<file path="src/rtl/control_pkg.sv">
// control_pkg: shared decode types, ALU operation codes and RV32I opcode constants.
// Revision 1.0 -- initial release.
`default_nettype none

package control_pkg;

  typedef enum logic [5:0] {
    CU_LUI, CU_AUIPC, CU_JAL, CU_JALR,
    CU_BEQ, CU_BNE, CU_BLT, CU_BGE, CU_BLTU, CU_BGEU,
    CU_LB, CU_LH, CU_LW, CU_LBU, CU_LHU,
    CU_SB, CU_SH, CU_SW,
    CU_ADDI, CU_SLTI, CU_SLTIU, CU_SLIU, CU_XORI, CU_ORI, CU_ANDI,
    CU_SLLI, CU_SRLI, CU_SRAI,
    CU_ADD, CU_SUB, CU_SLL, CU_SLT, CU_SLTU, CU_XOR, CU_SRL, CU_SRA, CU_OR, CU_AND,
    CU_ERROR
  } cuOPType;

  typedef enum logic [2:0] {
    IMM_NONE, IMM_I, IMM_S, IMM_B, IMM_U, IMM_J, IMM_SHAMT
  } imm_sel_t;

  localparam logic [3:0] ALU_ADD  = 4'd0;
  localparam logic [3:0] ALU_SUB  = 4'd1;
  localparam logic [3:0] ALU_SLL  = 4'd2;
  localparam logic [3:0] ALU_SLT  = 4'd3;
  localparam logic [3:0] ALU_SLTU = 4'd4;
  localparam logic [3:0] ALU_XOR  = 4'd5;
  localparam logic [3:0] ALU_SRL  = 4'd6;
  localparam logic [3:0] ALU_SRA  = 4'd7;
  localparam logic [3:0] ALU_OR   = 4'd8;
  localparam logic [3:0] ALU_AND  = 4'd9;

  localparam logic [6:0] OP_LUI    = 7'b0110111;
  localparam logic [6:0] OP_AUIPC  = 7'b0010111;
  localparam logic [6:0] OP_JAL    = 7'b1101111;
  localparam logic [6:0] OP_JALR   = 7'b1100111;
  localparam logic [6:0] OP_BRANCH = 7'b1100011;
  localparam logic [6:0] OP_LOAD   = 7'b0000011;
  localparam logic [6:0] OP_STORE  = 7'b0100011;
  localparam logic [6:0] OP_IMM    = 7'b0010011;
  localparam logic [6:0] OP_REG    = 7'b0110011;

endpackage

`default_nettype wire

</file>
<file path="src/rtl/control_imm_gen.sv">
// imm_gen: combinational RV32I immediate extraction into a 20-bit field.
// Revision 1.0 -- initial release.
`default_nettype none

module imm_gen
  import control_pkg::*;
(
  input  logic [31:0] instruction,
  input  imm_sel_t    imm_sel,
  output logic [19:0] imm
);

  always_comb begin
    imm = '0;
    case (imm_sel)
      IMM_I:     imm = {{8{instruction[31]}}, instruction[31:20]};
      IMM_S:     imm = {{8{instruction[31]}}, instruction[31:25], instruction[11:7]};
      IMM_B:     imm = {{7{instruction[31]}}, instruction[31], instruction[7],
                        instruction[30:25], instruction[11:8], 1'b0};
      IMM_U:     imm = instruction[31:12];
      // J offset keeps bits 20:1; bit 0 is implicitly zero
      IMM_J:     imm = {instruction[31], instruction[19:12], instruction[20], instruction[30:21]};
      IMM_SHAMT: imm = {15'd0, instruction[24:20]};
      default:   imm = '0;
    endcase
  end

endmodule

`default_nettype wire

</file>
<file path="src/rtl/control.sv">
// control: registered RV32I instruction decoder (1-cycle latency).
// Revision 1.0 -- optional macro CONTROL_STRICT_FUNCT7_EN enforces legal funct7 encodings.
`default_nettype none

module control
  import control_pkg::*;
(
  input  logic        clk,
  input  logic        nRst,
  input  logic [31:0] instruction,
  output cuOPType     cuOP,
  output logic [4:0]  reg_1,
  output logic [4:0]  reg_2,
  output logic [4:0]  rd,
  output logic [19:0] imm,
  output logic [3:0]  aluOP,
  output logic        regWrite,
  output logic        memWrite,
  output logic        memRead,
  output logic        aluSrc
);

  logic [6:0]  opcode;
  logic [2:0]  funct3;
  logic        alt;
  cuOPType     op_d;
  imm_sel_t    imm_sel;
  logic [19:0] imm_d;
  logic [3:0]  alu_d;
  logic        reg_write_d, mem_write_d, mem_read_d, alu_src_d;

  assign opcode = instruction[6:0];
  assign funct3 = instruction[14:12];
  assign alt    = instruction[30];

  imm_gen u_imm_gen (
    .instruction (instruction),
    .imm_sel     (imm_sel),
    .imm         (imm_d)
  );

  always_comb begin
    op_d        = CU_ERROR;
    imm_sel     = IMM_NONE;
    alu_d       = ALU_ADD;
    reg_write_d = 1'b0;
    mem_write_d = 1'b0;
    mem_read_d  = 1'b0;
    alu_src_d   = 1'b0;
    case (opcode)
      OP_LUI:   begin op_d = CU_LUI;   imm_sel = IMM_U; reg_write_d = 1'b1; alu_src_d = 1'b1; end
      OP_AUIPC: begin op_d = CU_AUIPC; imm_sel = IMM_U; reg_write_d = 1'b1; alu_src_d = 1'b1; end
      OP_JAL:   begin op_d = CU_JAL;   imm_sel = IMM_J; reg_write_d = 1'b1; alu_src_d = 1'b1; end
      OP_JALR: begin
        if (funct3 == 3'b000) op_d = CU_JALR;
        imm_sel = IMM_I; reg_write_d = 1'b1; alu_src_d = 1'b1;
      end
      OP_BRANCH: begin
        case (funct3)
          3'b000:  op_d = CU_BEQ;
          3'b001:  op_d = CU_BNE;
          3'b100:  op_d = CU_BLT;
          3'b101:  op_d = CU_BGE;
          3'b110:  op_d = CU_BLTU;
          3'b111:  op_d = CU_BGEU;
          default: op_d = CU_ERROR;
        endcase
        imm_sel = IMM_B; alu_d = ALU_SUB;
      end
      OP_LOAD: begin
        case (funct3)
          3'b000:  op_d = CU_LB;
          3'b001:  op_d = CU_LH;
          3'b010:  op_d = CU_LW;
          3'b100:  op_d = CU_LBU;
          3'b101:  op_d = CU_LHU;
          default: op_d = CU_ERROR;
        endcase
        imm_sel = IMM_I; reg_write_d = 1'b1; mem_read_d = 1'b1; alu_src_d = 1'b1;
      end
      OP_STORE: begin
        case (funct3)
          3'b000:  op_d = CU_SB;
          3'b001:  op_d = CU_SH;
          3'b010:  op_d = CU_SW;
          default: op_d = CU_ERROR;
        endcase
        imm_sel = IMM_S; mem_write_d = 1'b1; alu_src_d = 1'b1;
      end
      OP_IMM: begin
        imm_sel = IMM_I; reg_write_d = 1'b1; alu_src_d = 1'b1;
        case (funct3)
          3'b000: begin op_d = CU_ADDI;  alu_d = ALU_ADD;  end
          3'b010: begin op_d = CU_SLTI;  alu_d = ALU_SLT;  end
          3'b011: begin op_d = CU_SLTIU; alu_d = ALU_SLTU; end
          3'b100: begin op_d = CU_XORI;  alu_d = ALU_XOR;  end
          3'b110: begin op_d = CU_ORI;   alu_d = ALU_OR;   end
          3'b111: begin op_d = CU_ANDI;  alu_d = ALU_AND;  end
          3'b001: begin
            op_d = CU_SLLI; alu_d = ALU_SLL; imm_sel = IMM_SHAMT;
`ifdef CONTROL_STRICT_FUNCT7_EN
            if (instruction[31:25] != 7'h00) op_d = CU_ERROR;
`endif
          end
          default: begin
            op_d    = alt ? CU_SRAI : CU_SRLI;
            alu_d   = alt ? ALU_SRA : ALU_SRL;
            imm_sel = IMM_SHAMT;
`ifdef CONTROL_STRICT_FUNCT7_EN
            if (instruction[31:25] != {1'b0, alt, 5'b0}) op_d = CU_ERROR;
`endif
          end
        endcase
      end
      OP_REG: begin
        reg_write_d = 1'b1;
        case (funct3)
          3'b000:  begin op_d = alt ? CU_SUB : CU_ADD; alu_d = alt ? ALU_SUB : ALU_ADD; end
          3'b001:  begin op_d = CU_SLL;  alu_d = ALU_SLL;  end
          3'b010:  begin op_d = CU_SLT;  alu_d = ALU_SLT;  end
          3'b011:  begin op_d = CU_SLTU; alu_d = ALU_SLTU; end
          3'b100:  begin op_d = CU_XOR;  alu_d = ALU_XOR;  end
          3'b101:  begin op_d = alt ? CU_SRA : CU_SRL; alu_d = alt ? ALU_SRA : ALU_SRL; end
          3'b110:  begin op_d = CU_OR;   alu_d = ALU_OR;   end
          default: begin op_d = CU_AND;  alu_d = ALU_AND;  end
        endcase
`ifdef CONTROL_STRICT_FUNCT7_EN
        if (!((instruction[31:25] == 7'h00) ||
              (instruction[31:25] == 7'h20 && (funct3 == 3'b000 || funct3 == 3'b101))))
          op_d = CU_ERROR;
`endif
      end
      default: op_d = CU_ERROR;
    endcase
    // Any rejected encoding collapses to a fully inert decode
    if (op_d == CU_ERROR) begin
      imm_sel     = IMM_NONE;
      alu_d       = ALU_ADD;
      reg_write_d = 1'b0;
      mem_write_d = 1'b0;
      mem_read_d  = 1'b0;
      alu_src_d   = 1'b0;
    end
  end

  always_ff @(posedge clk) begin
    if (!nRst) begin
      cuOP     <= CU_ERROR;
      reg_1    <= '0;
      reg_2    <= '0;
      rd       <= '0;
      imm      <= '0;
      aluOP    <= '0;
      regWrite <= 1'b0;
      memWrite <= 1'b0;
      memRead  <= 1'b0;
      aluSrc   <= 1'b0;
    end else begin
      cuOP     <= op_d;
      reg_1    <= instruction[19:15];
      reg_2    <= instruction[24:20];
      rd       <= instruction[11:7];
      imm      <= imm_d;
      aluOP    <= alu_d;
      regWrite <= reg_write_d;
      memWrite <= mem_write_d;
      memRead  <= mem_read_d;
      aluSrc   <= alu_src_d;
    end
  end

endmodule

`default_nettype wire

</file>
<file path="config.mk">
export PLATFORM = sky130hd
export DESIGN_NAME = control
export DESIGN_NICKNAME = d
export VERILOG_FILES = /design/src/rtl/control_pkg.sv /design/src/rtl/control_imm_gen.sv /design/src/rtl/control.sv
export SDC_FILE = /design/constraint.sdc
export NUM_CORES = 1
export LEC_CHECK = 0
export ABC_AREA = 1
export ABC_CLOCK_PERIOD_IN_PS = 3570
export BUFFER_PORTS_ARGS = -buffer_cell sky130_fd_sc_hd__buf_2
export CAP_MARGIN = 20
export CORE_MARGIN = 2
export CORE_UTILIZATION = 54
export CTS_CLUSTER_DIAMETER = 150
export CTS_CLUSTER_SIZE = 12
export DETAILED_ROUTE_END_ITERATION = 10
export GPL_TIMING_DRIVEN = 0
export PLACE_DENSITY = 0.83
export SETUP_SLACK_MARGIN = 0.05
export SYNTH_ARGS = -nofsm -noshare
export SYNTH_HDL_FRONTEND = slang
export SYNTH_SLANG_ARGS = --single-unit
</file>
<file path="constraint.sdc">
create_clock -name clk -period 3.57 [get_ports clk]
set_input_delay 0.357 -clock clk [delete_from_list [all_inputs] [get_ports clk]]
set_output_delay 0.357 -clock clk [all_outputs]
set_load 0.03 [all_outputs]
</file>
==> results of run 1 <==
cell usage in the layout, fill, tap and decap left out:
cell type,count
a2111oi_0,1
a21oi_1,8
a221oi_1,11
a22o_1,1
a311oi_1,1
a41oi_1,1
buf_2,82
buf_6,1
bufinv_16,1
clkbuf_1,6
clkbuf_8,5
clkinv_2,1
dfxtp_1,49
inv_1,50
inv_2,12
inv_6,1
nand2_1,89
nand2_2,2
nand2_4,1
nand3_1,32
nand3_2,4
nand3b_1,1
nand4_1,6
nand4_4,1
nor2_1,54
nor2_2,7
nor2_4,1
nor4_1,1
o211ai_1,3
o21ai_0,10
o21ai_1,4
o21ai_2,1
o22ai_1,5
worst paths after layout:
| check | startpoint | endpoint |
|---|---|---|
| setup / recovery | instruction[3] | regWrite$_SDFF_PP0_ |
| hold / removal | instruction[7] | rd[0]$_SDFF_PN0_ |
metrics by stage:
step | utilization (%) | power, uW | hold WS (ns)
CTS | 69.5 | 1130 | 0.266
finish | 69.5 | 1120 | 0.267
global route | 69.5 | 1160 | 0.285
detailed placement | 67.0 | 734 | 0.579
floorplan | - | 674 | 0.450
global placement | 67.0 | 733 | 0.577
cell families (layout without fill, tap and decap cells):
group	Yosys count	count (layout)	synth area share, %
AND/OR/NAND/NOR	199	199	36.2
buffers and inverters	72	159	11.5
AO/OA/AOI/OAI	46	46	12.4
flip-flops	49	49	40.0
layout make-up:
type	instances	area, sq um
Buffer	10	48.8
Clock buffer	5	68.8
Clock inverter	3	43.8
Fill cell	392	1330
Inverter	62	233
Multi-Input combinational cell	245	1190
Sequential cell	49	981
Tap cell	52	65.1
Timing Repair Buffer	79	395
flip-flops by register name, summed over array words and instances, names as in the netlist:
register and flops:
reg_2 5, cuOP 6, regWrite 1, imm 20, rd 5, aluOP 4, reg_1 5, memWrite 1
memRead 1, aluSrc 1
power by group:
part / leakage, uW / internal (uW) / switching, uW / total (uW)
logic: 0.00131 / 46.8 / 116 / 163
registers: 0.000399 / 558 / 2.34 / 561
clock network: 0.0000585 / 210 / 187 / 397
total: 0.00176 / 815 / 306 / 1120
critical path, cell delays in order:
cell and delay [ns]:
buf_2 0.12, nor2_1 0.12, nand2_2 0.11, nor2_2 0.20
inv_2 0.09, o21ai_0 0.29, nor2_1 0.12, nand2_1 0.09
nor2_2 0.05, nand2_4 0.13, buf_6 0.16, nand2_2 0.10
a21oi_1 0.21
routing by layer:
layer | vias to the layer above | part of all wire (%) | GRT usage (%)
met5 | - | 0 | 0
met4 | 0 | 3.6 | 11.7
met3 | 23 | 8.3 | 4.36
met2 | 152 | 49 | 48.1
met1 | 1209 | 39 | 35.8
li1 | 1340 | - | -
==> flow_metrics.tcl, run 1 <==
set metrics [dict create \
    drcViolationCount 0 \
    ir_drop_uv 178 \
    drive_above_1_share_pct 26.5 \
    outcome "finished clean" \
    hold_path.class "primary input to flip-flop" \
    cts.reportedPaths.clkPinSlew_ns 0.09 \
    setup_viol 0 \
    grt_use_total_pct 28.3 \
    die_w_um 71.4 \
    synth_edf_count 0 \
    power_density_nw_per_um2 370 \
    drt_iter0_markers 251 \
    cts_made_buffers 5 \
    seq_area_frac_synth_pct 40.0 \
    yosys-top-cells-area "dfxtp_1, nand2_1, nor2_1" \
    p_leak_uw 0.00176 \
    final_cells 505 \
    netlist_area_sq_um 2450 \
    crit_arrival_ns 2.17 \
    cts.sinks 49 \
    dpl.cell_count 497 \
    dp_worst_setup_slack_ns 1.34 \
    relSlewSlack_pct 61.8 \
    antenna_left 0 \
    routed_wl_um 7040 \
    grt_pass1_vias 2485 \
    placed_area_sq_um 2920 \
    fin_crit_sh_pct 54.6 \
    finalMaxSlewViolations 0 \
    async_flop_share_pct 0 \
    yosysMostFrequentCell "nand2_1" \
    drt-pass1-iter-count 6 \
    max_freq_ghz 0.513 \
    timing.final.ws_setup_ns 1.62 \
    cts_tree "built" \
    floorplan.initialDensity_pct 56.4 \
    yosys_warnings 0 \
    io-pin-count 83 \
    fin_area_sq_um 3030 \
    numPortBuffers 79 \
    post_cts_buffers 0 \
    grt_remaining_overflow 0 \
    synth_flop_cell "dfxtp_1" \
    setup_tns_ns 0 \
    cp.required_ns 3.79 \
    nets 486 \
    worst_slew_pin_slew_ns 0.558 \
    die_h_um 71.4 \
    grt_pass1_wl_um 11400 \
    via_per_inst 5.39 \
    root_buffer "clkbuf_8" \
    cts.repair.resized 0 \
    h-tree-depth 2 \
    period_minus_slack_ns 1.95 \
    synth.avg_cell_area_sq_um 6.71 \
    globalplace.congestion 0.929 \
    clock_path_buffers 2 \
    antenna_found_initial 0 \
    die_area_sq_um 5100 \
    crit_path_end_kind "flip-flop" \
    synth-seq-cells 49 \
    syn2layout_area_growth_pct 23.3 \
    ys_types 29 \
    n_antenna_cell 0 \
    worstSetupStartpointType "primary input" \
    critPathKind "primary input to flip-flop" \
    drv_cap 0 \
    syn-instance-count 366 \
    yosys.area.top_type "dfxtp_1" \
    vias 2724 \
    hold_violations 0 \
    wire_per_inst_um 13.9 \
    core_sq_um 4350 \
    grt_setup_unrepaired "false" \
    rows 24 \
    cp_max_fo 10 \
    yosys-top-cells-count "nand2_1, nor2_1, inv_1" \
    worstHoldPathCells 3 \
    synth_top_cell_area_share_pct 40.0 \
    syn_nets 400 \
    grt_max_degree 17 \
    dp_hpwl_um 5550 \
    cts_hold_buf 0 \
]
No activity file was read; power rests on OpenSTA's default activity.
==> inputs of run 2 (changes only) <==
--- a/config.mk
+++ b/config.mk
@@ -6,16 +6,16 @@
 export NUM_CORES = 1
 export LEC_CHECK = 0
 export ABC_AREA = 1
-export ABC_CLOCK_PERIOD_IN_PS = 3570
+export ABC_CLOCK_PERIOD_IN_PS = 1900
 export BUFFER_PORTS_ARGS = -buffer_cell sky130_fd_sc_hd__buf_2
 export CAP_MARGIN = 20
 export CORE_MARGIN = 2
-export CORE_UTILIZATION = 54
+export CORE_UTILIZATION = 50
 export CTS_CLUSTER_DIAMETER = 150
 export CTS_CLUSTER_SIZE = 12
 export DETAILED_ROUTE_END_ITERATION = 10
 export GPL_TIMING_DRIVEN = 0
-export PLACE_DENSITY = 0.83
+export PLACE_DENSITY = 0.77
 export SETUP_SLACK_MARGIN = 0.05
 export SYNTH_ARGS = -nofsm -noshare
 export SYNTH_HDL_FRONTEND = slang
==> constraint.sdc (replaced) <==
create_clock -name clk -period 1.9 [get_ports clk]
set_input_delay 0.19 -clock clk [delete_from_list [all_inputs] [get_ports clk]]
set_output_delay 0.19 -clock clk [all_outputs]
set_load 0.03 [all_outputs]
==> run 2 against run 1 <==
Against the previous run:
- global-route usage down 2.5 points
- routed wire length down 1.2%
- sequential power up 87%
- worst hold slack got worse by 0.18 ns
- die area grew 7.5%
- total power rose by 77%
- via count decreased by 1.6%
- combinational power is 93% higher
- clock power up 56%
- critical path type unchanged
- largest cell class unchanged
- highest routed layer unchanged
==> flow_metrics.tcl, run 2 (synthesis gave the netlist of run 1 again) <==
set metrics [dict create \
    crit_arrival_ns 1.93 \
    worst_slew_pin_slew_ns 0.606 \
    power_switching_uw 585 \
    wire_per_inst_um 13.4 \
    h-tree-depth 2 \
    rows 25 \
    grt_use_total_pct 25.8 \
    met2_usage_pct 38.9 \
    drive_above_1_share_pct 28.0 \
    root_buffer "clkbuf_8" \
    dp_worst_setup_slack_ns -0.129 \
    setup_viol 0 \
    fin_area_sq_um 3080 \
    die_w_um 74.1 \
    max_freq_ghz 0.576 \
    finalMaxSlewViolations 0 \
    cts.sinks 49 \
    cts.repair.resized 0 \
    min_from "instruction[22]" \
    hold_violations 0 \
    syn2layout_area_growth_pct 25.3 \
    met1_usage_pct 36.2 \
    final_cell_mix "nand2_1, buf_2, inv_1" \
    drt-pass1-iter-count 5 \
    period_minus_slack_ns 1.74 \
    final_common_cell "nand2_1" \
    drcViolationCount 0 \
    grt_remaining_overflow 0 \
    dpl.cell_count 512 \
    fin_hold_ws_ns 0.0891 \
    gr-usage-met3_pct 7.05 \
    ir_drop_uv 423 \
    grt_pass1_vias 2343 \
    numPortBuffers 79 \
    worstHoldPathCells 3 \
    drv_cap 0 \
    power_density_nw_per_um2 646 \
    antenna_left 0 \
    reg.largest.list "imm x20, cuOP x6" \
    cts_hold_buf 0 \
    cts_tree "built" \
    n_antenna_cell 0 \
    grt_max_degree 16 \
    p_leak_uw 0.00176 \
    cp.required_ns 2.09 \
    top_register "imm" \
    final_cells 520 \
    fin_crit_sh_pct 91.4 \
    cts.reportedPaths.clkPinSlew_ns 0.09 \
    clock_path_buffers 2 \
    placed_area_sq_um 2930 \
    critPathKind "primary input to flip-flop" \
    fillers 430 \
    globalplace.congestion 0.973 \
    floorplan.initialDensity_pct 52.0 \
    timing.final.ws_setup_ns 0.163 \
    core_sq_um 4720 \
    cp_max_fo 9 \
    relSlewSlack_pct 59.6 \
    io-pin-count 83 \
    p_sw_share_pct 29.4 \
    min_to "reg_2[2]$_SDFF_PN0_" \
    routed_wl_um 6960 \
    comb_power_share_pct 15.8 \
    antenna_found_initial 0 \
    vias 2681 \
    nets 486 \
    p_int_uw 1400 \
    via_per_inst 5.16 \
    post_cts_buffers 0 \
    dp_hpwl_um 5150 \
    worstSetupStartpointType "primary input" \
    die_area_sq_um 5490 \
    grt_pass1_wl_um 10900 \
    crit_path_end_kind "flip-flop" \
    seqPwrFrac_pct 53.1 \
    cts_made_buffers 5 \
    outcome "finished clean" \
    largest_reg_flops 20 \
    hold_path.class "primary input to flip-flop" \
    die_h_um 74.1 \
    drt_iter0_markers 203 \
    clkPwrFrac_pct 31.1 \
    grt.busiest_layer "met2" \
    grt_setup_unrepaired "true" \
]
==> run 2: changes by cell type in the layout (fill, tap and decap cells not counted), sizes merged <==
cell,delta
bufinv,-1
clkbuf,+1
==> run 2: critical path, cell delays in order <==
cell	delay (ns)
buf_2	0.18
inv_2	0.12
nand2_1	0.10
nand2_1	0.07
nor2_1	0.06
nor2_1	0.14
a21oi_1	0.10
nor2_1	0.17
nand2_1	0.09
nor2_2	0.13
nand2_4	0.13
o21ai_2	0.12
inv_2	0.08
a21oi_1	0.19
nor2_1	0.06
==> run 2: final cells by class <==
cell class                 count  area (sq um)  area share (%)
clock buffer                   6          72.6            2.36
tap                           67          83.8            2.73
inverter                      62           233            7.57
buffer                        10          48.8            1.59
timing repair buffer          79           395            12.9
sequential                    49           981            31.9
multi-input combinational    245          1250            40.6
clock inverter                 2          13.8           0.448
==> run 2: power groups by stage <==
stage / sequential [uW] / combinational [uW] / clock, uW
after floorplan: 1130 / 139 / 0
after global placement: 1080 / 300 / 0
after detailed placement: 1080 / 301 / 0
after CTS: 1050 / 302 / 625
after global routing: 1060 / 342 / 676
final: 1050 / 315 / 618
==> run 2: per-stage QoR <==
stage                     utilization, %  setup TNS [ns]  power (uW)
after CTS                           63.9               0        1980
after floorplan                        -               0        1270
after detailed placement            62.1           -2.31        1380
after global placement              62.1           -2.52        1380
after global routing                65.1               0        2080
final                               65.1               0        1990
==> run 2: metal layers <==
layer  up-vias  share of wire (%)
met3        10                 11
met4         0                1.3
met5         -                  0
li1       1349                  -
met2       158                 43
met1      1164                 44
==> run 2: how the worst max path moves through the flow <==
stage	start	to	slack (ns)	cells past startpoint
finish	instruction[13]	imm[8]$_SDFF_PN0_	0.16	15
global route	instruction[13]	imm[8]$_SDFF_PN0_	0.04	15
CTS	instruction[2]	aluOP[1]$_SDFF_PP0_	0.18	14
detailed placement	instruction[1]	imm[2]$_SDFF_PN0_	-0.13	16
global placement	instruction[13]	imm[2]$_SDFF_PN0_	-0.14	16
floorplan	instruction[13]	imm[2]$_SDFF_PN0_	0.24	16
==> inputs of run 3 (changes only) <==
--- a/config.mk
+++ b/config.mk
@@ -6,16 +6,16 @@
 export NUM_CORES = 1
 export LEC_CHECK = 0
 export ABC_AREA = 1
-export ABC_CLOCK_PERIOD_IN_PS = 1900
+export ABC_CLOCK_PERIOD_IN_PS = 2000
 export BUFFER_PORTS_ARGS = -buffer_cell sky130_fd_sc_hd__buf_2
 export CAP_MARGIN = 20
 export CORE_MARGIN = 2
-export CORE_UTILIZATION = 50
+export CORE_UTILIZATION = 54
 export CTS_CLUSTER_DIAMETER = 150
 export CTS_CLUSTER_SIZE = 12
 export DETAILED_ROUTE_END_ITERATION = 10
 export GPL_TIMING_DRIVEN = 0
-export PLACE_DENSITY = 0.77
+export PLACE_DENSITY = 0.83
 export SETUP_SLACK_MARGIN = 0.05
 export SYNTH_ARGS = -nofsm -noshare
 export SYNTH_HDL_FRONTEND = slang
==> constraint.sdc (replaced) <==
create_clock -name clk -period 2 [get_ports clk]
set_input_delay 0.2 -clock clk [delete_from_list [all_inputs] [get_ports clk]]
set_output_delay 0.2 -clock clk [all_outputs]
set_load 0.03 [all_outputs]
==> run 3 against run 2 <==
Against the previous run:
- critical path depth fell by 2
- first-iteration DRC count increased by 34%
- clock power increased by 14%
- global-route usage up 2.5 points
- combinational power down 7.0%
==> flow_metrics.tcl, run 3 (synthesis gave the netlist of run 1 again) <==
set metrics [dict create \
    outcome "finished clean" \
    grt_remaining_overflow 0 \
    numPortBuffers 79 \
    root_buffer "clkbuf_8" \
    largest_reg_flops 20 \
    clock_path_buffers 2 \
    nets 486 \
    setup_viol 0 \
    floorplan.initialDensity_pct 56.4 \
    p_int_uw 1460 \
    grt_max_degree 17 \
    antenna_left 0 \
    dp_hpwl_um 5550 \
    h-tree-depth 2 \
    fillers 390 \
    min_from "instruction[7]" \
    syn2layout_area_growth_pct 23.8 \
    power_density_nw_per_um2 658 \
    hold_violations 0 \
    grt_pass1_vias 2485 \
    cp.required_ns 2.21 \
    comb_power_share_pct 14.6 \
    cts_hold_buf 0 \
    p_leak_uw 0.00176 \
    post_cts_buffers 0 \
    top_register "imm" \
    hold_path.class "primary input to flip-flop" \
    drcViolationCount 0 \
    cts_tree "built" \
    period_minus_slack_ns 1.83 \
    die_h_um 71.4 \
    drt-pass1-iter-count 5 \
    cts.sinks 49 \
    final_common_cell "nand2_1" \
    worstSetupStartpointType "primary input" \
    fin_crit_sh_pct 91.5 \
    die_area_sq_um 5100 \
    seqPwrFrac_pct 50.1 \
    ir_drop_uv 318 \
    via_per_inst 5.39 \
    worstHoldPathCells 3 \
    drive_above_1_share_pct 26.7 \
    worst_slew_pin_slew_ns 0.522 \
    clkPwrFrac_pct 35.3 \
    reg.largest.list "imm x20, cuOP x6" \
    fin_hold_ws_ns 0.114 \
    crit_arrival_ns 2.04 \
    dpl.cell_count 497 \
    crit_path_end_kind "flip-flop" \
    cts.reportedPaths.clkPinSlew_ns 0.09 \
    fin_util_pct 69.8 \
    grt_setup_unrepaired "true" \
    n_antenna_cell 0 \
    io-pin-count 83 \
    setup_tns_ns 0 \
    max_freq_ghz 0.546 \
    relSlewSlack_pct 64.3 \
    final_cells 505 \
    p_sw_share_pct 27.2 \
    drv_cap 0 \
    cts_made_buffers 5 \
    grt_use_total_pct 28.3 \
    cts.repair.resized 0 \
    core_sq_um 4350 \
    totalPowerFinal_uw 2000 \
    regArea_sq_um 981 \
    power_switching_uw 543 \
    multiInputGateArea_sq_um 1200 \
    cp_max_fo 10 \
    antenna_found_initial 0 \
    rows 24 \
    die_w_um 71.4 \
    vias 2720 \
    wire_per_inst_um 14.0 \
    globalplace.congestion 0.929 \
    final_cell_mix "nand2_1, buf_2, nor2_1" \
    grt_pass1_wl_um 11400 \
    min_to "rd[0]$_SDFF_PN0_" \
    drt_iter0_markers 272 \
    critPathKind "primary input to flip-flop" \
    finalMaxSlewViolations 0 \
    routed_wl_um 7090 \
]
[run 3: changes by cell type in the layout (fill, tap and decap cells not counted), sizes merged]
cell | previous run | this run
bufinv | 0 | 1
clkbuf | 12 | 11
[run 3: metrics by stage]
| stage | instance area [sq um] | worst slack [ns] |
|---|---|---|
| 2_1_floorplan | 2450 | 0.326 |
| 3_3_place_gp | 2920 | -0.106 |
| 3_5_place_dp | 2920 | -0.0698 |
| 4_1_cts | 3030 | 0.224 |
| 5_1_grt | 3040 | 0.0225 |
| 6_report | 3040 | 0.169 |
[run 3: how the worst max path moves through the flow]
| stage | start | end | slack (ns) | cells past startpoint |
|---|---|---|---|---|
| after global placement | instruction[3] | regWrite$_SDFF_PP0_ | -0.11 | 13 |
| final | instruction[3] | regWrite$_SDFF_PP0_ | 0.17 | 13 |
| after detailed placement | instruction[3] | aluSrc$_SDFF_PP0_ | -0.07 | 13 |
| after CTS | instruction[3] | regWrite$_SDFF_PP0_ | 0.22 | 13 |
| after global routing | instruction[3] | imm[2]$_SDFF_PN0_ | 0.02 | 16 |
| after floorplan | instruction[13] | imm[2]$_SDFF_PN0_ | 0.33 | 16 |
[run 3: critical path, stage by stage]
cell     delay, ns
buf_2         0.12
nor2_1        0.18
nand2_2       0.13
nor2_1        0.30
inv_1         0.10
a21oi_1       0.18
nor2_1        0.09
nand2_1       0.09
nor2_2        0.05
nand2_4       0.13
buf_6         0.16
nand2_2       0.10
a21oi_1       0.21
[run 3: layout make-up]
cell class / count / share of cell area [%]
multi-input cells: 245 / 39.6
flip-flops and latches: 49 / 32.3
repair buffers: 79 / 13.0
inverters: 62 / 7.66
clock buffers: 5 / 2.27
well taps: 52 / 2.14
plain buffers: 10 / 1.61
clock inverters: 3 / 1.44
[run 3: power groups by stage]
stage / sequential (uW) / combinational [uW] / clock (uW)
2_1_floorplan: 1070 / 132 / 0
3_3_place_gp: 1020 / 284 / 0
3_5_place_dp: 1020 / 287 / 0
4_1_cts: 1000 / 288 / 722
5_1_grt: 1000 / 321 / 749
6_report: 1000 / 293 / 705
[run 3: routing by layer]
metal  GRT usage, %  share of wire [%]  up-vias
met2           48.1                 49      151
li1               -                  -     1338
met4           11.7                3.1        0
met1           35.8                 40     1212
met5              0                  0        -
met3           4.36                7.9       19
